File: src/rtl/dma_pkg.sv
// Shared types and constants for the DMA copy engine.
// Used by the burst scheduler and its beat calculator.
package dma_pkg;

  localparam int AXI_ADDR_BITS = 32;
  localparam int AXI_DATA_BITS = 32;
  localparam int BOUNDARY_DEF  = 4096;
  localparam int AXLEN_BITS    = 8;

  typedef enum logic [2:0] {
    IDLE,
    CALC,
    RD_CMD,
    RD_WAIT,
    WR_CMD,
    WR_WAIT,
    DONE
  } state_t;

endpackage

File: src/rtl/dma_burst_calc.sv
// Beat count for the next burst: min of remaining words,
// max burst size and the room left before each boundary.
module dma_burst_calc
  import dma_pkg::*;
#(
  parameter int MAX_BEATS = 16,
  parameter int BOUNDARY  = BOUNDARY_DEF
) (
  input  logic [AXI_ADDR_BITS-1:0] remain,
  input  logic [AXI_ADDR_BITS-1:0] src,
  input  logic [AXI_ADDR_BITS-1:0] dst,
  output logic [AXLEN_BITS:0]      beats
);

  localparam logic [31:0] BND  = 32'(BOUNDARY);
  localparam logic [31:0] MASK = BND - 32'd1;
  localparam logic [31:0] MAXB = 32'(MAX_BEATS);

  logic [31:0] src_room;
  logic [31:0] dst_room;
  logic [31:0] m;

  function automatic logic [31:0] min2(
    input logic [31:0] a,
    input logic [31:0] b
  );
    return (a < b) ? a : b;
  endfunction

  always_comb begin
    src_room = (BND - (src & MASK)) >> 2;
    dst_room = (BND - (dst & MASK)) >> 2;
    m = min2(min2(remain, MAXB),
             min2(src_room, dst_room));
    beats = (AXLEN_BITS+1)'(m);
  end

endmodule

File: src/rtl/dma_burst_sched.sv
// DMA job sequencer: splits one copy job into alternating
// read/write bursts and raises a sticky irq at the end.
module dma_burst_sched
  import dma_pkg::*;
#(
  parameter int MAX_BEATS = 16,
  parameter int BOUNDARY  = BOUNDARY_DEF
) (
  input  logic        clk,
  input  logic        rst,
  input  logic        start,
  input  logic [31:0] src,
  input  logic [31:0] dst,
  input  logic [31:0] len,
  output logic        rd_cmd_valid,
  input  logic        rd_cmd_ready,
  output logic [31:0] rd_cmd_addr,
  output logic [7:0]  rd_cmd_len,
  input  logic        rd_done,
  input  logic        rd_err,
  output logic        wr_cmd_valid,
  input  logic        wr_cmd_ready,
  output logic [31:0] wr_cmd_addr,
  output logic [7:0]  wr_cmd_len,
  input  logic        wr_done,
  input  logic        wr_err,
  output logic        busy,
  output logic        err,
  output logic        irq,
  input  logic        irq_clr
);

  state_t      state;
  state_t      state_nx;
  logic [31:0] cur_src;
  logic [31:0] cur_dst;
  logic [31:0] remain;
  logic [8:0]  beats_q;
  logic [8:0]  beats_c;
  logic [7:0]  len_q;
  logic        err_q;

  dma_burst_calc #(
    .MAX_BEATS (MAX_BEATS),
    .BOUNDARY  (BOUNDARY)
  ) u_calc (
    .remain (remain),
    .src    (cur_src),
    .dst    (cur_dst),
    .beats  (beats_c)
  );

  always_ff @(posedge clk) begin
    if (!rst) state <= IDLE;
    else      state <= state_nx;
  end

  always_comb begin
    state_nx = state;
    unique case (state)
      IDLE:
        if (start)
          state_nx = (len == '0) ? DONE : CALC;
      CALC:
        state_nx = RD_CMD;
      RD_CMD:
        if (rd_cmd_ready) state_nx = RD_WAIT;
      RD_WAIT:
        if (rd_done)
          state_nx = rd_err ? DONE : WR_CMD;
      WR_CMD:
        if (wr_cmd_ready) state_nx = WR_WAIT;
      WR_WAIT:
        if (wr_done) begin
          // last burst when remain equals this burst
          if (wr_err || remain == 32'(beats_q))
            state_nx = DONE;
          else
            state_nx = CALC;
        end
      DONE:
        if (irq_clr) state_nx = IDLE;
      default:
        state_nx = IDLE;
    endcase
  end

  always_ff @(posedge clk) begin
    if (!rst) begin
      cur_src <= '0;
      cur_dst <= '0;
      remain  <= '0;
      beats_q <= '0;
      len_q   <= '0;
      err_q   <= 1'b0;
    end else begin
      unique case (state)
        IDLE:
          if (start) begin
            cur_src <= {src[31:2], 2'b00};
            cur_dst <= {dst[31:2], 2'b00};
            remain  <= len;
            err_q   <= 1'b0;
          end
        CALC: begin
          beats_q <= beats_c;
          len_q   <= 8'(beats_c - 9'd1);
        end
        RD_WAIT:
          if (rd_done && rd_err) err_q <= 1'b1;
        WR_WAIT:
          if (wr_done) begin
            if (wr_err) begin
              err_q <= 1'b1;
            end else begin
              cur_src <= cur_src + {21'b0, beats_q, 2'b00};
              cur_dst <= cur_dst + {21'b0, beats_q, 2'b00};
              remain  <= remain - 32'(beats_q);
            end
          end
        default: ;
      endcase
    end
  end

  assign rd_cmd_valid = (state == RD_CMD);
  assign rd_cmd_addr  = cur_src;
  assign rd_cmd_len   = len_q;
  assign wr_cmd_valid = (state == WR_CMD);
  assign wr_cmd_addr  = cur_dst;
  assign wr_cmd_len   = len_q;
  assign busy = (state != IDLE) && (state != DONE);
  assign err  = err_q;
  assign irq  = (state == DONE);

endmodule

File: config.mk
export PLATFORM = sky130hd
export DESIGN_NAME = dma_burst_sched
export DESIGN_NICKNAME = d
export VERILOG_FILES = /design/src/rtl/dma_pkg.sv /design/src/rtl/dma_burst_calc.sv /design/src/rtl/dma_burst_sched.sv
export SDC_FILE = /design/constraint.sdc
export NUM_CORES = 1
export LEC_CHECK = 0
export ABC_CLOCK_PERIOD_IN_PS = 6280
export BUFFER_PORTS_ARGS = -buffer_cell sky130_fd_sc_hd__buf_2
export CORE_AREA = 2 2 173 175
export CTS_CLUSTER_DIAMETER = 200
export DETAILED_ROUTE_END_ITERATION = 8
export DIE_AREA = 0 0 175 177
export SETUP_SLACK_MARGIN = 0.05
export SYNTH_ARGS = -nofsm -noshare
export SYNTH_HDL_FRONTEND = slang
export SYNTH_SLANG_ARGS = --single-unit
export TNS_END_PERCENT = 10
File: constraint.sdc
create_clock -name clk -period 6.28 [get_ports clk]
set_input_delay 1.256 -clock clk [delete_from_list [all_inputs] [get_ports clk]]
set_output_delay 1.256 -clock clk [all_outputs]
set_load 0.03 [all_outputs]
# Word level (Yosys, flattened, before mapping)
# Index checks and enable logic that the tools add are counted.
[classes] n_mux=30 order_cmp=3 n_addsub=6 n_reduce_logical=11 n_eq_ne=17
[ops] cell="32-bit 2-to-1 mux" n=10
[ops] cell="32-bit case mux with 2 select lines" n=3
[ops] cell="32-bit by 11-bit adder with 32-bit output" n=2
[ops] cell="32-bit by 9-bit == test with 1-bit output" n=1
[ops] cell="32-bit zero test" n=1
[ops] cell="32-bit by 30-bit < comparator with 1-bit output" n=1
[ops] cell="32-bit by 5-bit < comparator with 1-bit output (second input constant)" n=1
[ops] cell="32-bit by 9-bit subtractor with 32-bit output" n=1
[ops] cell="30-bit < comparator" n=1
[ops] cell="30-bit 2-to-1 mux" n=1
[ops] cell="13-bit by 12-bit subtractor with 14-bit output (first input constant)" n=2
[ops] cell="3-bit 2-to-1 mux" n=8
[ops] cell="3-bit case mux with 7 select lines" n=1
[ops] cell="2-bit != test (second input constant)" n=6
[ops] cell="3-bit == test (second input constant)" n=3
[ops] cell="9-bit 2-to-1 mux" n=1
[ops] cell="8-bit by 1-bit subtractor with 8-bit output (second input constant)" n=1
[ops] cell="3-bit by 2-bit == test with 1-bit output (second input constant)" n=2
[ops] cell="2-bit by 1-bit != test with 1-bit output (second input constant)" n=3
[ops] cell="6-bit AND reduction" n=1
[ops] cell="3-bit nonzero test" n=2
[ops] cell="5-bit AND reduction" n=1
[ops] cell="1-bit 2-to-1 mux" n=4
[ops] cell="4-bit AND reduction" n=1
[ops] cell="8 further kinds" n=9
[word_totals] wordCells=74 out_inout_bits=85 in_bits=106 regBits=117

# Longest topological paths before layout
[logic_depth] word_depth=6 mapped_depth=28 mapped_depth_nobuf=25

# Cells and area by module
# A second synthesis with hierarchy kept.
[unflattened] hier_cells=1200 hier_area_um2=8933.6
[by_module_without_submodules] mod="dma_burst_sched" instances=1 cells_per_inst=1035 seq_area_each_um2=2262.2 area_per_inst_um2=7766.2
[by_module_without_submodules] mod="dma_burst_calc" instances=1 cells_per_inst=165 seq_area_each_um2=0.0 area_per_inst_um2=1167.4

# Least setup slack after synthesis
# OpenSTA, ideal clock, no wires.
[synth_timing] path_type="reg-to-reg" from="register cur_dst[4], in the netlist wr_cmd_addr[4]" to="register len_q[6], in the netlist rd_cmd_len[6]" stages_incl_launch_ff=26 synth_period_minus_slack_ps=6389 required_time_ps=6158 n_path_buf=3 setup_slack_ps=-109 setup_ps=122 t_arrival_ps=6267 path_cell_list="dfxtp_1 -> buf_6 -> nor4_1 -> nand2_1 -> or4b_2 -> ha_1 -> nand3_1 -> nor2_1 -> a311oi_2 -> and2_1 -> buf_6 -> a21oi_1 -> ha_1 -> a21o_1 -> a21o_1 -> a2111oi_0 -> o2bb2ai_1 -> nor3_1 -> a211oi_4 -> buf_2 -> a21oi_1 -> a31oi_1 -> ha_1 -> nand3_1 -> or3b_1 -> a221o_1"
[synth_via] elab_chain_cells=6
[synth_lines] element="start, declared" line="dma_burst_sched.sv:36" rtl="logic [31:0] cur_dst;"
[synth_lines] element="start signal, assigned" line="dma_burst_sched.sv:101" rtl="cur_dst <= {dst[31:2], 2'b00};"
[synth_lines] element="start signal, assigned" line="dma_burst_sched.sv:117" rtl="cur_dst <= cur_dst + {21'b0, beats_q, 2'b00};"
[synth_lines] element="13-bit by 12-bit subtractor with 14-bit output *" line="dma_burst_calc.sv:32" rtl="dst_room = (BND - (dst & MASK)) >> 2;"
[synth_lines] element="30-bit < comparator" line="dma_burst_calc.sv:27" rtl="return (a < b) ? a : b;"
[synth_lines] element="30-bit 2-to-1 mux *" line="dma_burst_calc.sv:27"
[synth_lines] element="32-bit by 30-bit < comparator with 1-bit output" line="dma_burst_calc.sv:27"
[synth_lines] element="9-bit 2-to-1 mux *" line="dma_burst_calc.sv:27"
[synth_lines] element="8-bit by 1-bit subtractor with 8-bit output *" line="dma_burst_sched.sv:107" rtl="len_q <= 8'(beats_c - 9'd1);"
[synth_lines] element="end signal, assigned" line="dma_burst_sched.sv:107"
[synth_lines] element="end, declared" line="dma_burst_sched.sv:40" rtl="logic [7:0] len_q;"
# Every way passes the cells marked *; elsewhere a longest branch is shown, timed or not.
# A chain may end at the register's enable or synchronous reset.

# Worst setup path in the final report
[layout_timing] from="register cur_src[6], in the netlist rd_cmd_addr[6]" to="register len_q[6], in the netlist rd_cmd_len[6]"
[layout_via] elab_chain_cells=6
[layout_lines] element="start, declared" line="dma_burst_sched.sv:35" rtl="logic [31:0] cur_src;"
[layout_lines] element="start signal, assigned" line="dma_burst_sched.sv:100" rtl="cur_src <= {src[31:2], 2'b00};"
[layout_lines] element="start signal, assigned" line="dma_burst_sched.sv:116" rtl="cur_src <= cur_src + {21'b0, beats_q, 2'b00};"
[layout_lines] element="13-bit by 12-bit subtractor with 14-bit output *" line="dma_burst_calc.sv:31" rtl="src_room = (BND - (src & MASK)) >> 2;"
[layout_lines] element="30-bit < comparator" line="dma_burst_calc.sv:27"
[layout_lines] element="30-bit 2-to-1 mux *" line="dma_burst_calc.sv:27"
[layout_lines] element="32-bit by 30-bit < comparator with 1-bit output" line="dma_burst_calc.sv:27"
[layout_lines] element="9-bit 2-to-1 mux *" line="dma_burst_calc.sv:27"
[layout_lines] element="8-bit by 1-bit subtractor with 8-bit output *" line="dma_burst_sched.sv:107"
# Marked as above.

==> PnR_summary.wiki <==
{| class="wikitable"
! Metric !! Value
|-
| Result of the run || completed
|-
| Global placer's final weighted congestion || 0.8933
|-
| Critical path startpoint category || register
|-
| Max-slew headroom at the worst pin || 23.49%
|-
| Final Critical Period || 5938 ps
|-
| Routed vias/inst || 5.481
|-
| Final hold vios || 0
|-
| Number of rows created at floorplan || 63
|-
| Clock Skew || 15.90 ps
|-
| Horizontal die dimension || 175 um
|-
| Dominant synthesized flop cell || sky130_fd_sc_hd__dfxtp_1
|-
| Largest fanout on the critical path || 9
|-
| Global route total overflow || 0
|-
| Number of design rule violations left after detail routing || 0
|-
| Met3 Usage GRT || 3.651%
|-
| Number of DRC violations after detailed-routing iteration 0 || 758
|-
| Number of enable flip-flop cells after synthesis || 0
|-
| Average wire length per cell after detail routing || 17.57 um
|-
| Critical Path Sink Type || register
|-
| Number of clock buffers inserted by TritonCTS || 17
|-
| Post-synth cell types || 77
|-
| WP data required || 6590 ps
|-
| Die Span Y || 177 um
|-
| Layout cell share with drive strength beyond 1 || 20.95%
|-
| Number of hold-repair buffers added at the cts stage || 0
|-
| Initial antenna violation count || 5
|-
| Core Box Area || 29240 um^2
|-
| TritonCTS clock tree || built
|-
| Clock network fraction of total power || 15.3%
|-
| Worst path arrival time || 6250 ps
|-
| Half-perimeter wire length after placement || 21970 um
|-
| Final-layout fill cell count || 3141
|-
| Final WL || 30480 um
|-
| Total of max-cap violations || 0
|-
| Buffer depth of the longest clock path || 2
|-
| Met2 track demand over resource || 30.70%
|-
| Number of cells on the worst hold path || 2
|-
| Gr usage total || 19.46%
|-
| Worst setup slack after layout || 342.1 ps
|-
| Final-stage net count || 1487
|-
| Synthesis warning total || 0
|-
| Final hold slack || 480.7 ps
|-
| Leak || 4.366 nW
|-
| Met1 demand-to-capacity share in global routing || 26.92%
|-
| Die Area || 30980 um^2
|-
| Slew Limit Fails || 0
|-
| Sequential area share after synthesis || 26.35%
|-
| Peak VDD IR || 0.0003609 V
|-
| Fmax || 0.1684 GHz
|-
| Cells along the critical path || or3_1 -> or2_2 -> nor3_1 -> xnor2_1 -> ha_1 -> a21oi_1 -> nor2b_1 -> a311oi_2 -> and2_4 -> buf_4 -> a21oi_1 -> ha_1 -> a21o_1 -> a21o_1 -> a2111oi_4 -> o2bb2ai_4 -> nor3_1 -> a211oi_4 -> a21oi_1 -> a31oi_1 -> ha_1 -> nand3_1 -> or3b_1 -> a221o_1
|-
| Post-layout power || 0.007030 W
|-
| Clock latency reported for the late side of the worst-skew pair || 430 ps
|-
| Net switching fraction of the power || 51.24%
|-
| Number of antenna-violating nets in the routed design || 0
|-
| Top cells by area, synth || sky130_fd_sc_hd__dfxtp_1 26%, sky130_fd_sc_hd__ha_1 7.3%, sky130_fd_sc_hd__a21oi_1 6.0%
|-
| Share of total power in sequential cells || 18.1%
|-
| Number of optimization iterations in the first detailed-route pass || 5
|-
| Category of the most critical setup path || register to register
|-
| Mean area per synthesized cell || 7.282 um^2
|-
| Summed instance area of the synthesized netlist || 8586 um^2
|-
| Via count of the first global-routing pass || 8773
|-
| Total of flip-flops plus latches after synthesis || 113
|-
| Internal power of the cells || 0.003427 W
|-
| Buffer type at the clock tree root || sky130_fd_sc_hd__clkbuf_16
|-
| Initial Utilization || 29.36%
|-
| Power density of the placed cells || 665.5 nW/um^2
|-
| Net load switching power || 0.003602 W
|-
| Total of buffers placed on input and output ports || 182
|-
| Dominant cell type by area after synthesis || sky130_fd_sc_hd__dfxtp_1
|-
| Share of synthesized registers carrying an async set or reset || 0%
|-
| Slowest-stage cell, CP || sky130_fd_sc_hd__or3_1
|-
| Vias after detailed routing || 9510
|-
| Setup violations, final || 0
|-
| Most used routing layer in global routing || met2
|-
| Clock slew at the register clock pins of the worst setup and hold paths || 60 ps
|-
| Share of total power in combinational logic || 66.6%
|-
| H-Tree Level Count || 4
|-
| Total negative slack || 0 ps
|-
| Final clock period utilization by the worst path || 94.55%
|-
| FF-to-FF path depth || 24
|-
| Clk sinks || 113
|-
| Fraction of post-synthesis cell area in the top cell type by area || 26.35%
|-
| Pin count of the biggest net entering global routing || 68
|-
| Area Overhead vs Synth || 23.03%
|-
| Post-Syn Instances || 1179
|-
| Global-route wire length before repair || 47930 um
|-
| Post-placement setup slack || 95.58 ps
|-
| I/O pins || 191
|-
| Largest stage delay on the critical path || 430 ps
|-
| Worst hold path type || register to register
|-
| Worst Max-Slew Pin Slew || 1143 ps
|}
[placed cells by master (no fill, tap or decap), types with 7 or more instances in the layout]
master / instances
sky130_fd_sc_hd__buf_2: 182
sky130_fd_sc_hd__nand2_1: 128
sky130_fd_sc_hd__nor2_1: 120
sky130_fd_sc_hd__dfxtp_1: 112
sky130_fd_sc_hd__a21oi_1: 102
sky130_fd_sc_hd__o21ai_0: 73
sky130_fd_sc_hd__nor3_1: 53
sky130_fd_sc_hd__inv_1: 50
sky130_fd_sc_hd__nand3_1: 50
sky130_fd_sc_hd__ha_1: 50
sky130_fd_sc_hd__a211oi_1: 33
sky130_fd_sc_hd__buf_4: 27
sky130_fd_sc_hd__xnor2_1: 22
sky130_fd_sc_hd__a311oi_1: 19
sky130_fd_sc_hd__o21a_1: 17
sky130_fd_sc_hd__clkbuf_16: 17
sky130_fd_sc_hd__or3_1: 16
sky130_fd_sc_hd__and3_1: 16
sky130_fd_sc_hd__nand4_1: 15
sky130_fd_sc_hd__a31oi_1: 15
sky130_fd_sc_hd__nor4_1: 12
sky130_fd_sc_hd__o22ai_1: 11
sky130_fd_sc_hd__or4_1: 10
sky130_fd_sc_hd__o211ai_1: 10
sky130_fd_sc_hd__conb_1: 10
sky130_fd_sc_hd__a21o_1: 9
sky130_fd_sc_hd__o221a_2: 8
sky130_fd_sc_hd__nor2b_1: 7
sky130_fd_sc_hd__xor2_1: 7
[registers in the layout, indices dropped and copies added (netlist names)]
| name | cells |
|---|---|
| remain | 32 |
| rd_cmd_addr | 30 |
| wr_cmd_addr | 30 |
| beats_q | 9 |
| rd_cmd_len | 8 |
| state | 3 |
| err | 1 |
[repair_timing]
item | in CTS | in global routing
gates resized for setup | 0 | 8
setup endpoints to repair | 0 | 4
setup buffers | 0 | 2
hold endpoints to repair | 0 | 0
[critical path, delay by kind of cell, from the launching register on]
family,cells,cell delay (ps)
xor gates and xnor gates,1,180
DFF,1,380
adders and majority gates,3,710
and+or+nand+nor,8,1860
AOI/OAI and AO/OA,11,2500
buffers and inverters,1,170
[cell type report]
type	instances	area [um^2]	share of cell area, %
clock buffer	18	429.2	4.063
clock inverter	14	202.7	1.919
tap	390	488.0	4.620
timing repair buffer	209	1114	10.54
sequential	113	2263	21.43
multi-input combinational	935	5861	55.48
antenna	4	10.01	0.09476
inverter	52	195.2	1.848
[cell families (layout without fill, tap and decap cells)]
logic type,count (synthesis),in the layout,synth area share [%]
AOI/OAI and AO/OA,374,374,29.29
xor gates and xnor gates,30,30,3.060
adders and majority gates,53,53,7.986
buffers and inverters,140,293,6.849
DFF,113,113,26.35
muxes,8,8,0.9764
other,1,14,0.04368
and+or+nand+nor,460,460,25.44
[power groups by stage]
stage | logic [W] | registers (W) | clock network, W
6_report | 0.00468 | 0.00127 | 0.00108
5_1_grt | 0.00519 | 0.00132 | 0.00113
4_1_cts | 0.00452 | 0.00126 | 0.00109
3_5_place_dp | 0.00450 | 0.00128 | 0
3_3_place_gp | 0.00444 | 0.00127 | 0
2_1_floorplan | 0.00313 | 0.00147 | 0
[metal layers]
layer,vias to the layer above,wire (um)
met4,2,527
met1,4514,14090
met3,38,2075
met2,326,13770
met5,-,13
li1,4630,-
[Yosys cell counts, drive strengths merged (4+ instances only)]
master and n:
nor2b 7, a21o 9, xnor2 22, a21boi 6, a22oi 6, o21ai 73
a41oi 4, a31oi 15, or4 12, or3 16, nand3 50, nand4 15
o311ai 6, a22o 4, a211oi 34, nor4 15, clkbuf 65, inv 51
dfxtp 113, a21oi 103, nand2 130, nand2b 4, o221ai 6, ha 50
o221a 8, o21a 17, buf 23, and2 7, mux2i 5, o31ai 5
o22ai 11, a31o 5, nor2 120, nor3 53, and3 17, o211ai 11
xor2 8, a311oi 20, o31a 4
[final timing paths]
check	start	endpoint	slack (ps)
hold reg to reg	err	err	480
setup / recovery	rd_cmd_addr[6]	rd_cmd_len[6]	340
hold / removal	err	err	480
setup reg to reg	rd_cmd_addr[6]	rd_cmd_len[6]	340
[stage by stage]
stage                     cells  cell area (um^2)  util [%]
after floorplan            1188              8632         -
after global placement     1697              9848     33.68
after detailed placement   1697              9848     33.68
after CTS                  1729             10480     35.84
after global routing       1734             10560     36.11
final                      1735             10560     36.12
No activity file was read; power rests on OpenSTA's default activity.
